`src/rtl/serial_subtractor.sv`:
```
// Bit-serial subtractor: diff = a - b - bin over WIDTH bits, LSB first, one bit per clock,
// using one full-subtractor cell and a borrow flip-flop behind a start/done handshake.
module serial_subtractor #(
    parameter int unsigned WIDTH = 4
) (
    input  logic             clk,
    input  logic             reset,
    input  logic             start,
    input  logic [WIDTH-1:0] a,
    input  logic [WIDTH-1:0] b,
    input  logic             bin,
    output logic             busy,
    output logic             done,
    output logic [WIDTH-1:0] diff,
    output logic             bout
);

    localparam int unsigned CntW = $clog2(WIDTH + 1);
    localparam logic [CntW-1:0] LastCnt = CntW'(WIDTH - 1);

    typedef enum logic [1:0] {
        StIdle,
        StRun,
        StDone
    } state_e;

    state_e           state_q, state_d;
    logic [WIDTH-1:0] a_q, a_d;
    logic [WIDTH-1:0] b_q, b_d;
    logic [WIDTH-1:0] res_q, res_d;
    logic [WIDTH-1:0] diff_q, diff_d;
    logic             brw_q, brw_d;
    logic             bout_q, bout_d;
    logic [CntW-1:0]  cnt_q, cnt_d;

    logic d_bit;
    logic brw_nxt;

    // Full-subtractor cell on the current LSBs and the stored borrow.
    always_comb begin
        d_bit   = a_q[0] ^ b_q[0] ^ brw_q;
        brw_nxt = (~a_q[0] & b_q[0]) | (~(a_q[0] ^ b_q[0]) & brw_q);
    end

    always_comb begin
        state_d = state_q;
        a_d     = a_q;
        b_d     = b_q;
        res_d   = res_q;
        diff_d  = diff_q;
        brw_d   = brw_q;
        bout_d  = bout_q;
        cnt_d   = cnt_q;

        unique case (state_q)
            StIdle: begin
                if (start) begin
                    a_d     = a;
                    b_d     = b;
                    brw_d   = bin;
                    res_d   = '0;
                    cnt_d   = '0;
                    state_d = StRun;
                end
            end
            StRun: begin
                a_d            = a_q >> 1;
                b_d            = b_q >> 1;
                res_d          = res_q >> 1;
                res_d[WIDTH-1] = d_bit;
                brw_d          = brw_nxt;
                cnt_d          = cnt_q + CntW'(1);
                if (cnt_q == LastCnt) begin
                    diff_d  = res_d;
                    bout_d  = brw_nxt;
                    state_d = StDone;
                end
            end
            StDone: begin
                state_d = StIdle;
            end
            default: begin
                state_d = StIdle;
            end
        endcase
    end

    always_ff @(posedge clk) begin
        if (reset) begin
            state_q <= StIdle;
            a_q     <= '0;
            b_q     <= '0;
            res_q   <= '0;
            diff_q  <= '0;
            brw_q   <= 1'b0;
            bout_q  <= 1'b0;
            cnt_q   <= '0;
        end else begin
            state_q <= state_d;
            a_q     <= a_d;
            b_q     <= b_d;
            res_q   <= res_d;
            diff_q  <= diff_d;
            brw_q   <= brw_d;
            bout_q  <= bout_d;
            cnt_q   <= cnt_d;
        end
    end

    assign busy = (state_q == StRun);
    assign done = (state_q == StDone);
    assign diff = diff_q;
    assign bout = bout_q;

endmodule

```
`config.mk`:
```
export PLATFORM = sky130hd
export DESIGN_NAME = serial_subtractor
export DESIGN_NICKNAME = d
export VERILOG_FILES = /design/src/rtl/serial_subtractor.sv
export SDC_FILE = /design/constraint.sdc
export NUM_CORES = 1
export LEC_CHECK = 0
export BUFFER_PORTS_ARGS = -buffer_cell sky130_fd_sc_hd__buf_2
export CORE_UTILIZATION = 52
export CTS_BUF_LIST = sky130_fd_sc_hd__clkbuf_16
export DETAILED_ROUTE_END_ITERATION = 7
export GPL_TIMING_DRIVEN = 0
export HOLD_SLACK_MARGIN = 0.08
export PLACE_DENSITY = 0.84
export SYNTH_ARGS = -nofsm -noshare
export SYNTH_HDL_FRONTEND = slang
export SYNTH_SLANG_ARGS = --single-unit
```
`constraint.sdc`:
```
create_clock -name clk -period 1.7 [get_ports clk]
set_clock_uncertainty 0.05 [all_clocks]
set_input_delay 0.17 -clock clk [delete_from_list [all_inputs] [get_ports clk]]
set_output_delay 0.17 -clock clk [all_outputs]
set_load 0.05 [all_outputs]
```
# Word-level counts from Yosys, hierarchy flattened
# Index checks and enable logic that the tools add are counted.
# op_classes
n_bitwise	7
muxes	13
n_reduce_logical	5
n_eq_ne	5
add_sub_neg	1
# op_table
cell	count
one-hot mux 4 bit (2 select lines)	3
two-way mux 4 bit	3
one-hot mux 3 bit (2 select lines)	1
AND reduction 2 bit	3
two-way mux 2 bit	2
one-hot mux 2 bit (2 select lines)	1
adder 3 x 1 -> 3 bit (second input constant)	1
equality test 3 x 2 -> 1 bit (second input constant)	1
two-way mux 3 bit	1
bitwise AND 1 bit	2
equality test 2 x 1 -> 1 bit (second input constant)	1
equality test 2 bit (second input constant)	1
zero test 2 bit	1
inequality test 2 x 1 -> 1 bit (second input constant)	1
inequality test 2 bit (second input constant)	1
NOT 1 bit	2
one-hot mux 1 bit (2 select lines)	1
nonzero test 2 bit	1
XOR 1 bit	2
two-way mux 1 bit	1
bitwise OR 1 bit	1
# word_totals
wordCells	39
regBits	23
input_bits	12
out_inout_bits	7

# Logic depth before layout (Yosys ltp)
# Gate-level depths: netlist of the first run.
# logic_depth
word_depth	5
mapped_depth	5
depth_no_buf	5

# Worst setup path before layout of the first run
# No wires, ideal clock.
# synth_timing
path_type	register to output
from	register state_q[0]
to	output port done
arrival_ps	1244
t_required_ps	1480
path_stages_with_launch	4
path_slack_ps	236
n_path_buf	2
path_cell_list	dfxtp_1 buf_6 buf_6 nor2b_1
# synth_between
elab_chain_len	1
# synth_rtl
element	line_no	text
from (decl)	27	state_e state_q, state_d;
from (signal assigned)	90	state_q <= StIdle;
from (signal assigned)	99	state_q <= state_d;
equality test 2 bit	111	assign done = (state_q == StDone);
to (decl)	13	output logic done,
# Every way passes these cells.

# Final worst setup path of the first run
# layout_timing
from	register state_q[1]
to	output port busy
# layout_between
elab_chain_len	1
# layout_rtl
element	line_no	text
equality test 2 x 1 -> 1 bit	110	assign busy = (state_q == StRun);
to (decl)	12	output logic busy,
# Every way passes these cells.

==> metrics.log, run 1 <==
INFO  metric initial_core_util = 56.7%
INFO  metric cellLeakagePower = 0.525 nW
INFO  metric cellPowerDensity = 1130 mW/mm^2
INFO  metric cts_htree_levels = 1
INFO  metric synth-seq-cells = 22
INFO  metric drc = 0
INFO  metric synthesis.nets = 115
INFO  metric first_global_vias = 780
INFO  metric vias = 829
INFO  metric finalSetupViolCount = 0
INFO  metric most_common_library_cell_in_the_layout_ignoring_fill_and_taps = sky130_fd_sc_hd__dfxtp_1
INFO  metric worst-slew-pin-transition = 0.596 ns
INFO  metric design.final.nets = 138
INFO  metric cts_buffers = 3
INFO  metric clockRootBuffer = sky130_fd_sc_hd__clkbuf_16
INFO  metric insertedDiodeCount = 0
INFO  metric timing.critical_path.slowest_stage_cell = sky130_fd_sc_hd__dfxtp_1
INFO  metric io_pins = 19
INFO  metric tightest_hold_check_type = in -> reg
INFO  metric seq_area_frac_synth = 44.0%
INFO  metric grt_setup_unrepaired = false
INFO  metric final-max-slew-violation-count = 0
INFO  metric max_slew_headroom = 60.2%
INFO  metric cp_endpoint_kind = output pin
INFO  metric area_growth_from_synthesis_to_layout = 22.6%
INFO  metric start_kind = register
INFO  metric final.period_utilization = 92.3%
INFO  metric tritoncts_clock_tree = yes
INFO  metric max_clock_buf_depth = 2
INFO  metric row_count = 15
INFO  metric yosys_warnings = 0
INFO  metric number_of_buffer_cells_added_on_primary_ports = 18
INFO  metric critical_path.n_buffers_inverters = 3
INFO  metric cp_common_cell = sky130_fd_sc_hd__buf_4
INFO  metric final_cell_mix = 22 x sky130_fd_sc_hd__dfxtp_1, 18 x sky130_fd_sc_hd__buf_2, 17 x sky130_fd_sc_hd__nor2_1, 7 x sky130_fd_sc_hd__a22oi_1, 7 x sky130_fd_sc_hd__mux2i_1
INFO  metric cp_cell_sequence = buf_4 > nor2b_2 > buf_4 > buf_2
INFO  metric power.total = 1.38 mW
INFO  metric synthesis.area = 0.00100 mm^2
INFO  metric timing_worst_setup_path_type = reg -> out
INFO  metric syn_avg_cell_area = 10.0 um^2
INFO  metric floorplan.die.height = 45.9 um
INFO  metric detail_route.wl_per_cell = 15.8 um
INFO  metric tns = 0 ns
INFO  metric status = finished, final reports clean
INFO  metric grt_pass1_wl = 3550 um
INFO  metric synth_cells = 100
INFO  metric fmaxAchievable = 0.637 GHz
INFO  metric yosysUniqueCellTypes = 24
INFO  metric worstPathMaxFanout = 10
INFO  metric period_minus_slack = 1.57 ns
INFO  metric worst_ep_arrival_time = 1.35 ns
INFO  metric die_ar = 0.00210 mm^2
INFO  metric route.detailed.vias_per_inst = 5.64
INFO  metric final_hold_viol_count = 0
INFO  metric reg2reg_slack = 0.17 ns
INFO  metric required = 1.48 ns
INFO  metric postRouteAntennaNets = 0
INFO  metric floorplan.die.width = 45.9 um
INFO  metric cp_slowest_stage_delay = 0.32 ns
INFO  metric clk_pin_slew_worst_paths = 0.06 ns
INFO  metric grt-ovfl-total = 0
INFO  metric kind_of_cell_with_the_highest_combined_delay_on_the_critical_path = buffers and inverters
INFO  metric cap_viol_max_count = 0
INFO  metric core_region_area = 0.00176 mm^2
INFO  metric dr.first_iter.drc_count = 17
INFO  metric cts_post_setup_buffers_inserted = 0
INFO  metric cts_resized = 0
INFO  metric antenna_found_initial = 0
INFO  metric grt_max_degree = 14
INFO  metric drt-total-wl = 2320 um
INFO  metric max-vdd-ir-drop = 0.698 mV
INFO  metric drive_gt1_share = 31.1%
INFO  metric grt.total_usage = 25.3%
INFO  metric drtPass1Iterations = 4
INFO  metric clock_insertion_delay_worst_skew = 0.26 ns
INFO  metric finalWeightedCongestion = 0.734
INFO  metric hold_buf_cts = 0
INFO  metric clock_sinks = 22
INFO  metric dp_hpwl = 1470 um
## cells by family after synthesis
group,share of synthesized area (%)
flip-flops,44.0
adder cells (fa/ha/maj),4.50
AND/OR/NAND/NOR,19.1
multiplexers,7.00
AO/OA/AOI/OAI,17.5
buffers and inverters,7.87
## layout make-up
type / count / area, um^2
flip-flops and latches: 22 / 440
multi-input cells: 65 / 482
plain buffers: 7 / 56.3
clock inverters: 1 / 30.0
well taps: 25 / 31.3
repair buffers: 18 / 90.1
fillers: 147 / 537
clock buffers: 3 / 75.1
inverters: 6 / 22.5
## cell usage after synthesis, drive strengths merged
cell type | instances | area share (%)
buf | 6 | 5.2
nor3b | 3 | 2.2
o21ba | 1 | 1.6
dfxtp | 22 | 44
nor2b | 2 | 1.5
a21oi | 4 | 2.0
a22oi | 7 | 5.2
nand2 | 4 | 1.5
nor3 | 1 | 0.50
clkbuf | 1 | 0.37
nand3b | 1 | 0.75
nand3 | 4 | 2.0
mux2i | 7 | 7.0
o21bai | 1 | 1.1
nor4b | 2 | 1.8
a211oi | 6 | 7.5
inv | 6 | 2.2
fa | 1 | 2.0
ha | 2 | 2.5
nor4 | 2 | 2.5
nor2 | 17 | 6.4
## sequential cells by signal, indices dropped and copies added, names as in the netlist
register / flops
brw_q: 1
diff: 4
res_q: 3
cnt_q: 3
b_q: 4
a_q: 4
state_q: 2
bout: 1
## metal layers
metal	track usage [%]	wire length, um	vias up
met5	0	0	-
met4	16.5	89	0
met3	4.37	100	9
met2	43.9	1180	26
met1	28.0	949	404
li1	-	-	390
## path summary, 6_finish.rpt
kind / from / to / cells after the start
setup / recovery: state_q[1] / busy / 4
hold / removal: reset / b_q[2] / 2
setup reg to reg: cnt_q[0] / bout / 5
hold reg to reg: diff[1] / diff[1] / 2
## power by group
group,leakage (nW),switching (mW),internal [mW],total [mW]
logic,0.294,0.0935,0.0716,0.165
registers,0.180,0.0167,0.541,0.558
clock network,0.0511,0.194,0.468,0.662
total,0.525,0.304,1.08,1.38
## through the flow
| stage | utilization (%) | setup WS (ns) | std cells | cell area, um^2 | hold WS (ns) |
|---|---|---|---|---|---|
| floorplan | - | 0.236 | 100 | 1000 | 0.191 |
| global placement | 63.6 | 0.234 | 143 | 1120 | 0.349 |
| detailed placement | 63.6 | 0.206 | 143 | 1120 | 0.346 |
| CTS | 69.6 | 0.142 | 147 | 1230 | 0.0878 |
| global route | 69.6 | 0.0176 | 147 | 1230 | 0.0982 |
| finish | 69.6 | 0.131 | 147 | 1230 | 0.0936 |
Note: power is estimated with default switching activity, not from simulation.
==> inputs of run 2 (changes only) <==
GPL_TIMING_DRIVEN = unset   (was 0)
==> metrics.log, run 2 (same netlist as run 1, synthesis figures left out) <==
INFO  metric status = finished, final reports clean (unchanged)
INFO  metric timing.critical_path.slowest_stage_cell = sky130_fd_sc_hd__dfxtp_1 (unchanged)
INFO  metric finalWeightedCongestion = 0.761 (was 0.734)
INFO  metric final_cell_mix = 22 x sky130_fd_sc_hd__dfxtp_1, 18 x sky130_fd_sc_hd__buf_2, 17 x sky130_fd_sc_hd__nor2_1, 7 x sky130_fd_sc_hd__a22oi_1, 7 x sky130_fd_sc_hd__mux2i_1 (unchanged)
INFO  metric drc = 0 (unchanged)
INFO  metric switching_share = 20.5% (was 22.0%)
INFO  metric timing.rr.start = cnt_q[0] (unchanged)
INFO  metric row_count = 15 (unchanged)
INFO  metric internal_portion_of_total_power = 1.07 mW (was 1.08 mW)
INFO  metric power.sequential.fraction = 41.3% (was 40.3%)
INFO  metric tns = 0 ns (unchanged)
INFO  metric dp_hpwl = 1280 um (was 1470 um)
INFO  metric rr_worst_depth = 5 (unchanged)
INFO  metric antenna_found_initial = 0 (unchanged)
INFO  metric grt_max_degree = 23 (was 14)
INFO  metric cellLeakagePower = 0.502 nW (was 0.525 nW)
INFO  metric drive_gt1_share = 29.3% (was 31.1%)
INFO  metric layoutNonFillerInstCount = 141 (was 147)
INFO  metric insertedDiodeCount = 0 (unchanged)
INFO  metric cts_htree_levels = 1 (unchanged)
INFO  metric number_of_buffer_cells_added_on_primary_ports = 18 (unchanged)
INFO  metric area_growth_from_synthesis_to_layout = 18.3% (was 22.6%)
INFO  metric die_ar = 0.00210 mm^2 (unchanged)
INFO  metric floorplan.die.width = 45.9 um (unchanged)
INFO  metric dr.first_iter.drc_count = 23 (was 17)
INFO  metric min_to = a_q[3] (was b_q[2])
INFO  metric clock_sinks = 22 (unchanged)
INFO  metric first_global_vias = 688 (was 780)
INFO  metric postRouteAntennaNets = 0 (unchanged)
INFO  metric most_common_library_cell_in_the_layout_ignoring_fill_and_taps = sky130_fd_sc_hd__dfxtp_1 (unchanged)
INFO  metric tritoncts_clock_tree = yes (unchanged)
INFO  metric combinationalPowerShare = 10.8% (was 11.9%)
INFO  metric cp_cell_sequence = nor2b_4 > buf_2 (was buf_4 > nor2b_2 > buf_4 > buf_2)
INFO  metric power.clock.fraction = 47.8% (about the same)
INFO  metric reg2reg_slack = 0.20 ns (was 0.17 ns)
INFO  metric clockRootBuffer = sky130_fd_sc_hd__clkbuf_16 (unchanged)
INFO  metric cp_slowest_stage_delay = 0.43 ns (was 0.32 ns)
INFO  metric hold_buf_cts = 0 (unchanged)
INFO  metric final_hold_viol_count = 0 (unchanged)
INFO  metric grt.total_usage = 20.3% (was 25.3%)
INFO  metric dp_cells = 137 (was 143)
INFO  metric max-vdd-ir-drop = 0.724 mV (was 0.698 mV)
INFO  metric clock_insertion_delay_worst_skew = 0.25 ns (was 0.26 ns)
INFO  metric reg2reg_to = bout (unchanged)
INFO  metric vias = 780 (was 829)
INFO  metric cts_buffers = 3 (unchanged)
INFO  metric final.period_utilization = 89.9% (was 92.3%)
INFO  metric io_pins = 19 (unchanged)
INFO  metric cellPowerDensity = 1140 mW/mm^2 (was 1130 mW/mm^2)
INFO  metric detail_route.wl_per_cell = 13.2 um (was 15.8 um)
INFO  metric grt-ovfl-total = 0 (unchanged)
INFO  metric timing_worst_setup_path_type = reg -> out (unchanged)
INFO  metric core_region_area = 0.00176 mm^2 (unchanged)
INFO  metric cts_post_setup_buffers_inserted = 0 (unchanged)
INFO  metric cts_resized = 0 (unchanged)
INFO  metric finalSetupViolCount = 0 (unchanged)
INFO  metric grt_setup_unrepaired = false (unchanged)
INFO  metric worst-slew-pin-transition = 0.460 ns (was 0.596 ns)
INFO  metric period_minus_slack = 1.53 ns (was 1.57 ns)
INFO  metric holdCritStartpoint = a[3] (was reset)
INFO  metric tightest_hold_check_type = in -> reg (unchanged)
INFO  metric cp_endpoint_kind = output pin (unchanged)
INFO  metric worst_ep_arrival_time = 1.31 ns (was 1.35 ns)
INFO  metric max_clock_buf_depth = 2 (unchanged)
INFO  metric hold_depth = 3 (was 2)
INFO  metric drt-total-wl = 1860 um (was 2320 um)
INFO  metric initial_core_util = 56.7% (unchanged)
INFO  metric floorplan.die.height = 45.9 um (unchanged)
INFO  metric design.final.nets = 132 (was 138)
INFO  metric p_sw = 0.277 mW (was 0.304 mW)
INFO  metric required = 1.48 ns (about the same)
INFO  metric worstPathMaxFanout = 11 (was 10)
INFO  metric final-max-slew-violation-count = 0 (unchanged)
INFO  metric max_slew_headroom = 69.3% (was 60.2%)
INFO  metric cap_viol_max_count = 0 (unchanged)
INFO  metric grt_pass1_wl = 2990 um (was 3550 um)
INFO  metric route.detailed.vias_per_inst = 5.53 (was 5.64)
INFO  metric clk_pin_slew_worst_paths = 0.06 ns (about the same)
INFO  metric fmaxAchievable = 0.654 GHz (was 0.637 GHz)
INFO  metric start_kind = register (unchanged)
INFO  metric drtPass1Iterations = 4 (unchanged)
-- run 2: changes by cell type in the layout (fill, tap and decap cells not counted), sizes merged --
cell / delta
buf: -5
clkbuf: -1
-- run 2: worst max-delay path: cells and delay by family (launching register included) --
family | cells | cell delay, ns
and+or+nand+nor | 1 | 0.30
buffers and inverters | 1 | 0.32
DFF | 1 | 0.43
-- run 2: layout make-up --
cell class	instances	area, um^2
timing repair buffer	19	97.6
clock inverter	1	30.0
fill	151	581
sequential	22	440
multi-input combinational	65	487
tap	25	31.3
inverter	6	22.5
clock buffer	3	75.1
-- run 2: worst max path at each step --
stage                     from  endpoint  slack (ns)  cells after the start
global placement      cnt_q[0]      bout        0.31                      5
CTS                 state_q[1]      busy        0.07                      2
global route          cnt_q[0]      bout         0.1                      5
detailed placement    cnt_q[0]      bout        0.24                      5
floorplan           state_q[0]      done        0.24                      3
finish              state_q[1]      busy        0.17                      2
-- run 2: stage by stage --
step | cell area, um^2 | power [mW] | utilization, % | worst slack (ns) | hold WS, ns
after floorplan | 1000 | 0.683 | - | 0.236 | 0.191
after global placement | 1070 | 0.704 | 60.9 | 0.312 | 0.359
after detailed placement | 1070 | 0.710 | 60.9 | 0.238 | 0.381
after CTS | 1180 | 1.35 | 66.8 | 0.0707 | 0.121
after global routing | 1180 | 1.40 | 67.1 | 0.0993 | 0.140
final | 1180 | 1.35 | 67.1 | 0.172 | 0.122
-- run 2: power by group through the flow --
stage          Sequential, mW  Combinational, mW  Clock, mW
5_1_grt                 0.560              0.162      0.674
3_3_place_gp            0.566              0.138          0
6_report                0.557              0.146      0.645
2_1_floorplan           0.564              0.119          0
4_1_cts                 0.557              0.144      0.652
3_5_place_dp            0.567              0.143          0
-- run 2: routing by layer --
layer | vias up | track usage [%] | wire (um)
met2 | 15 | 31.5 | 903
met3 | 4 | 3.57 | 58
li1 | 384 | - | -
met4 | 0 | 8.82 | 21
met5 | - | 0 | 0
met1 | 377 | 27.2 | 875
==> inputs of run 3 (changes only) <==
ABC_AREA = 1   (was unset)
==> metrics.log, run 3 <==
INFO  metric hold_buf_cts = 0 (unchanged)
INFO  metric synthesis.area = 986 um^2 (was 0.00100 mm^2)
INFO  metric final_cell_mix = 27 x sky130_fd_sc_hd__nand3_1, 22 x sky130_fd_sc_hd__nand2_1, 21 x sky130_fd_sc_hd__dfxtp_1, 18 x sky130_fd_sc_hd__buf_2, 17 x sky130_fd_sc_hd__inv_1 (was 22 x sky130_fd_sc_hd__dfxtp_1, 18 x sky130_fd_sc_hd__buf_2, 17 x sky130_fd_sc_hd__nor2_1, 7 x sky130_fd_sc_hd__a22oi_1, 7 x sky130_fd_sc_hd__mux2i_1)
INFO  metric grt.total_usage = 22.3% (was 20.3%)
INFO  metric synth-seq-cells = 22 (unchanged)
INFO  metric final-max-slew-violation-count = 0 (unchanged)
INFO  metric ys_top_cells_by_count = 27 x sky130_fd_sc_hd__nand3_1, 22 x sky130_fd_sc_hd__dfxtp_1, 22 x sky130_fd_sc_hd__nand2_1 (was 22 x sky130_fd_sc_hd__dfxtp_1, 17 x sky130_fd_sc_hd__nor2_1, 7 x sky130_fd_sc_hd__a22oi_1, 7 x sky130_fd_sc_hd__mux2i_1)
INFO  metric post_dp_cell_area = 0.00106 mm^2 (was 0.00107 mm^2)
INFO  metric synth_cells = 133 (was 100)
INFO  metric layoutNonFillerInstCount = 175 (was 141)
INFO  metric grt-ovfl-total = 0 (unchanged)
INFO  metric floorplan.die.width = 45.5 um (was 45.9 um)
INFO  metric core_region_area = 0.00175 mm^2 (was 0.00176 mm^2)
INFO  metric clockRootBuffer = sky130_fd_sc_hd__clkbuf_16 (unchanged)
INFO  metric synth_most_common_cell = sky130_fd_sc_hd__nand3_1 (was sky130_fd_sc_hd__dfxtp_1)
INFO  metric layout.filler_cells = 144 (was 151)
INFO  metric synthesis.nets = 148 (was 115)
INFO  metric tightest_hold_check_type = in -> reg (unchanged)
INFO  metric cap_viol_max_count = 0 (unchanged)
INFO  metric antenna_found_initial = 0 (unchanged)
INFO  metric cellPowerDensity = 1030 mW/mm^2 (was 1140 mW/mm^2)
INFO  metric dr.first_iter.drc_count = 47 (was 23)
INFO  metric tritoncts_clock_tree = yes (unchanged)
INFO  metric start_kind = register (unchanged)
INFO  metric route.detailed.vias_per_inst = 5.12 (was 5.53)
INFO  metric number_of_buffer_cells_added_on_primary_ports = 18 (unchanged)
INFO  metric primary_ff_master_synth = sky130_fd_sc_hd__dfxtp_1 (unchanged)
INFO  metric holdCritStartpoint = a[3] (unchanged)
INFO  metric cp_endpoint_kind = output pin (unchanged)
INFO  metric postRouteAntennaNets = 0 (unchanged)
INFO  metric finalWeightedCongestion = 0.822 (was 0.761)
INFO  metric status = finished, final reports clean (unchanged)
INFO  metric row_count = 15 (unchanged)
INFO  metric initial_core_util = 56.5% (was 56.7%)
INFO  metric worst_hold_slack = 0.117 ns (was 0.122 ns)
INFO  metric yosysTopAreaCell = sky130_fd_sc_hd__dfxtp_1 (unchanged)
INFO  metric final.period_utilization = 94.1% (was 89.9%)
INFO  metric worst_ep_arrival_time = 1.38 ns (was 1.31 ns)
INFO  metric cts_post_setup_buffers_inserted = 0 (unchanged)
INFO  metric drive_gt1_share = 17.3% (was 29.3%)
INFO  metric io_pins = 19 (unchanged)
INFO  metric grt_setup_unrepaired = false (unchanged)
INFO  metric drt-total-wl = 2000 um (was 1860 um)
INFO  metric insertedDiodeCount = 0 (unchanged)
INFO  metric clock_insertion_delay_worst_skew = 0.25 ns (about the same)
INFO  metric final_hold_viol_count = 0 (unchanged)
INFO  metric yosysUniqueCellTypes = 19 (was 24)
INFO  metric max-vdd-ir-drop = 0.509 mV (was 0.724 mV)
INFO  metric cts_buffers = 3 (unchanged)
INFO  metric detail_route.wl_per_cell = 11.4 um (was 13.2 um)
INFO  metric finalSetupViolCount = 0 (unchanged)
INFO  metric clock_sinks = 22 (unchanged)
INFO  metric design_area = 0.00115 mm^2 (was 0.00118 mm^2)
INFO  metric tns = 0 ns (unchanged)
INFO  metric floorplan.die.height = 45.5 um (was 45.9 um)
INFO  metric syn_avg_cell_area = 7.41 um^2 (was 10.0 um^2)
INFO  metric most_common_library_cell_in_the_layout_ignoring_fill_and_taps = sky130_fd_sc_hd__nand3_1 (was sky130_fd_sc_hd__dfxtp_1)
INFO  metric worstPathMaxFanout = 22 (was 11)
INFO  metric place_ws = 0.318 ns (was 0.238 ns)
INFO  metric max_clock_buf_depth = 2 (unchanged)
INFO  metric yosys_warnings = 0 (unchanged)
INFO  metric first_global_vias = 781 (was 688)
INFO  metric synth-async-reset-ratio = 0% (unchanged)
INFO  metric drtPass1Iterations = 6 (was 4)
INFO  metric drc = 0 (unchanged)
INFO  metric ys_top_cells_by_area = sky130_fd_sc_hd__dfxtp_1 45%, sky130_fd_sc_hd__nand3_1 14%, sky130_fd_sc_hd__nand2_1 8.4%, sky130_fd_sc_hd__inv_1 6.5%, sky130_fd_sc_hd__a21oi_1 6.1% (was sky130_fd_sc_hd__dfxtp_1 44%, sky130_fd_sc_hd__a211oi_2 7.5%, sky130_fd_sc_hd__mux2i_1 7.0%, sky130_fd_sc_hd__nor2_1 6.4%, sky130_fd_sc_hd__a22oi_1 5.3%)
INFO  metric dp_cells = 171 (was 137)
INFO  metric design.final.nets = 166 (was 132)
INFO  metric timing.rr.start = cnt_q[0] (unchanged)
INFO  metric cp-startpoint = state_q[1] (unchanged)
INFO  metric setup_slack = 0.0995 ns (was 0.172 ns)
INFO  metric max_slew_headroom = 81.6% (was 69.3%)
INFO  metric clk_pin_slew_worst_paths = 0.06 ns (about the same)
INFO  metric vias = 896 (was 780)
INFO  metric period_minus_slack = 1.60 ns (was 1.53 ns)
INFO  metric cts_htree_levels = 1 (unchanged)
INFO  metric die_ar = 0.00207 mm^2 (was 0.00210 mm^2)
INFO  metric required = 1.48 ns (about the same)
INFO  metric dp_hpwl = 1370 um (was 1280 um)
INFO  metric area_growth_from_synthesis_to_layout = 16.5% (was 18.3%)
INFO  metric fmaxAchievable = 0.625 GHz (was 0.654 GHz)
INFO  metric number_of_enable_flip_flop_cells_after_synthesis = 0 (unchanged)
INFO  metric seq_area_frac_synth = 44.7% (was 44.0%)
INFO  metric cellLeakagePower = 0.534 nW (was 0.502 nW)
INFO  metric fraction_of_synthesized_cell_area_taken_by_the_top_area_cell_type = 44.7% (was 44.0%)
INFO  metric timing_worst_setup_path_type = reg -> out (unchanged)
INFO  metric grt_max_degree = 23 (unchanged)
INFO  metric worst-slew-pin-transition = 0.276 ns (was 0.460 ns)
INFO  metric grt_pass1_wl = 3280 um (was 2990 um)
[run 3: changes by cell type after synthesis, moves of 3 or more]
cell                       delta
sky130_fd_sc_hd__nand3_1     +23
sky130_fd_sc_hd__nand2_1     +18
sky130_fd_sc_hd__inv_1       +11
sky130_fd_sc_hd__a21oi_1      +8
sky130_fd_sc_hd__a22oi_1      -7
sky130_fd_sc_hd__mux2i_1      -7
sky130_fd_sc_hd__a211oi_2     -6
sky130_fd_sc_hd__nor2_1       -4
sky130_fd_sc_hd__o21ai_0      +4
sky130_fd_sc_hd__nor3b_1      -3
[run 3: logic make-up (layout without fill, tap and decap cells)]
kind of cell	count (synthesis)	after routing	share of synthesized area (%)
simple gates	65	65	29.4
compound gates	18	18	9.39
flops	22	22	44.7
buf+inv	25	42	11.9
fa+ha+maj	3	3	4.57
[run 3: stage by stage]
step	total power, mW	utilization [%]
after floorplan	0.673	-
after global placement	0.697	61.0
after detailed placement	0.700	61.0
after CTS	1.18	65.5
after global routing	1.23	65.8
final	1.19	65.8
[run 3: report_power, final]
group          switching, mW  leakage, nW  internal [mW]  total, mW
combinational         0.0868        0.315         0.0493      0.136
sequential            0.0184        0.180          0.541      0.559
clock                  0.177       0.0385          0.313      0.490
[run 3: worst max-delay path: stages, from the launching register on]
cell,delay (ns)
sky130_fd_sc_hd__dfxtp_1,0.34
sky130_fd_sc_hd__inv_2,0.09
sky130_fd_sc_hd__nand2_4,0.21
sky130_fd_sc_hd__clkinvlp_4,0.23
sky130_fd_sc_hd__buf_2,0.26
[run 3: area by class of cell]
class / count / area (um^2) / share of cell area, %
multi-input cells: 86 / 428 / 37.3
clock buffers: 3 / 75.1 / 6.54
clock inverters: 1 / 3.75 / 0.327
inverters: 20 / 78.8 / 6.86
flip-flops and latches: 22 / 442 / 38.5
well taps: 25 / 31.3 / 2.72
repair buffers: 18 / 90.1 / 7.84
[run 3: final timing paths]
kind / cells after the start / slack (ns) / end
min: 3 / 0.12 / a_q[3]
max: 4 / 0.1 / busy
min reg2reg: 2 / 0.42 / diff[1]
max reg2reg: 7 / 0.31 / bout
[run 3: per-layer routing]
metal	up-vias	track usage (%)	share of wire, %
met5	-	0	0
met4	0	10.9	1.8
met3	5	3.57	9.6
met2	46	33.7	44
met1	383	30.6	45
li1	462	-	-
[run 3: what timing repair did]
item	in CTS	in global routing
hold endpoints to repair	0	0
resized for setup	0	2
endpoints found under the setup margin	0	1
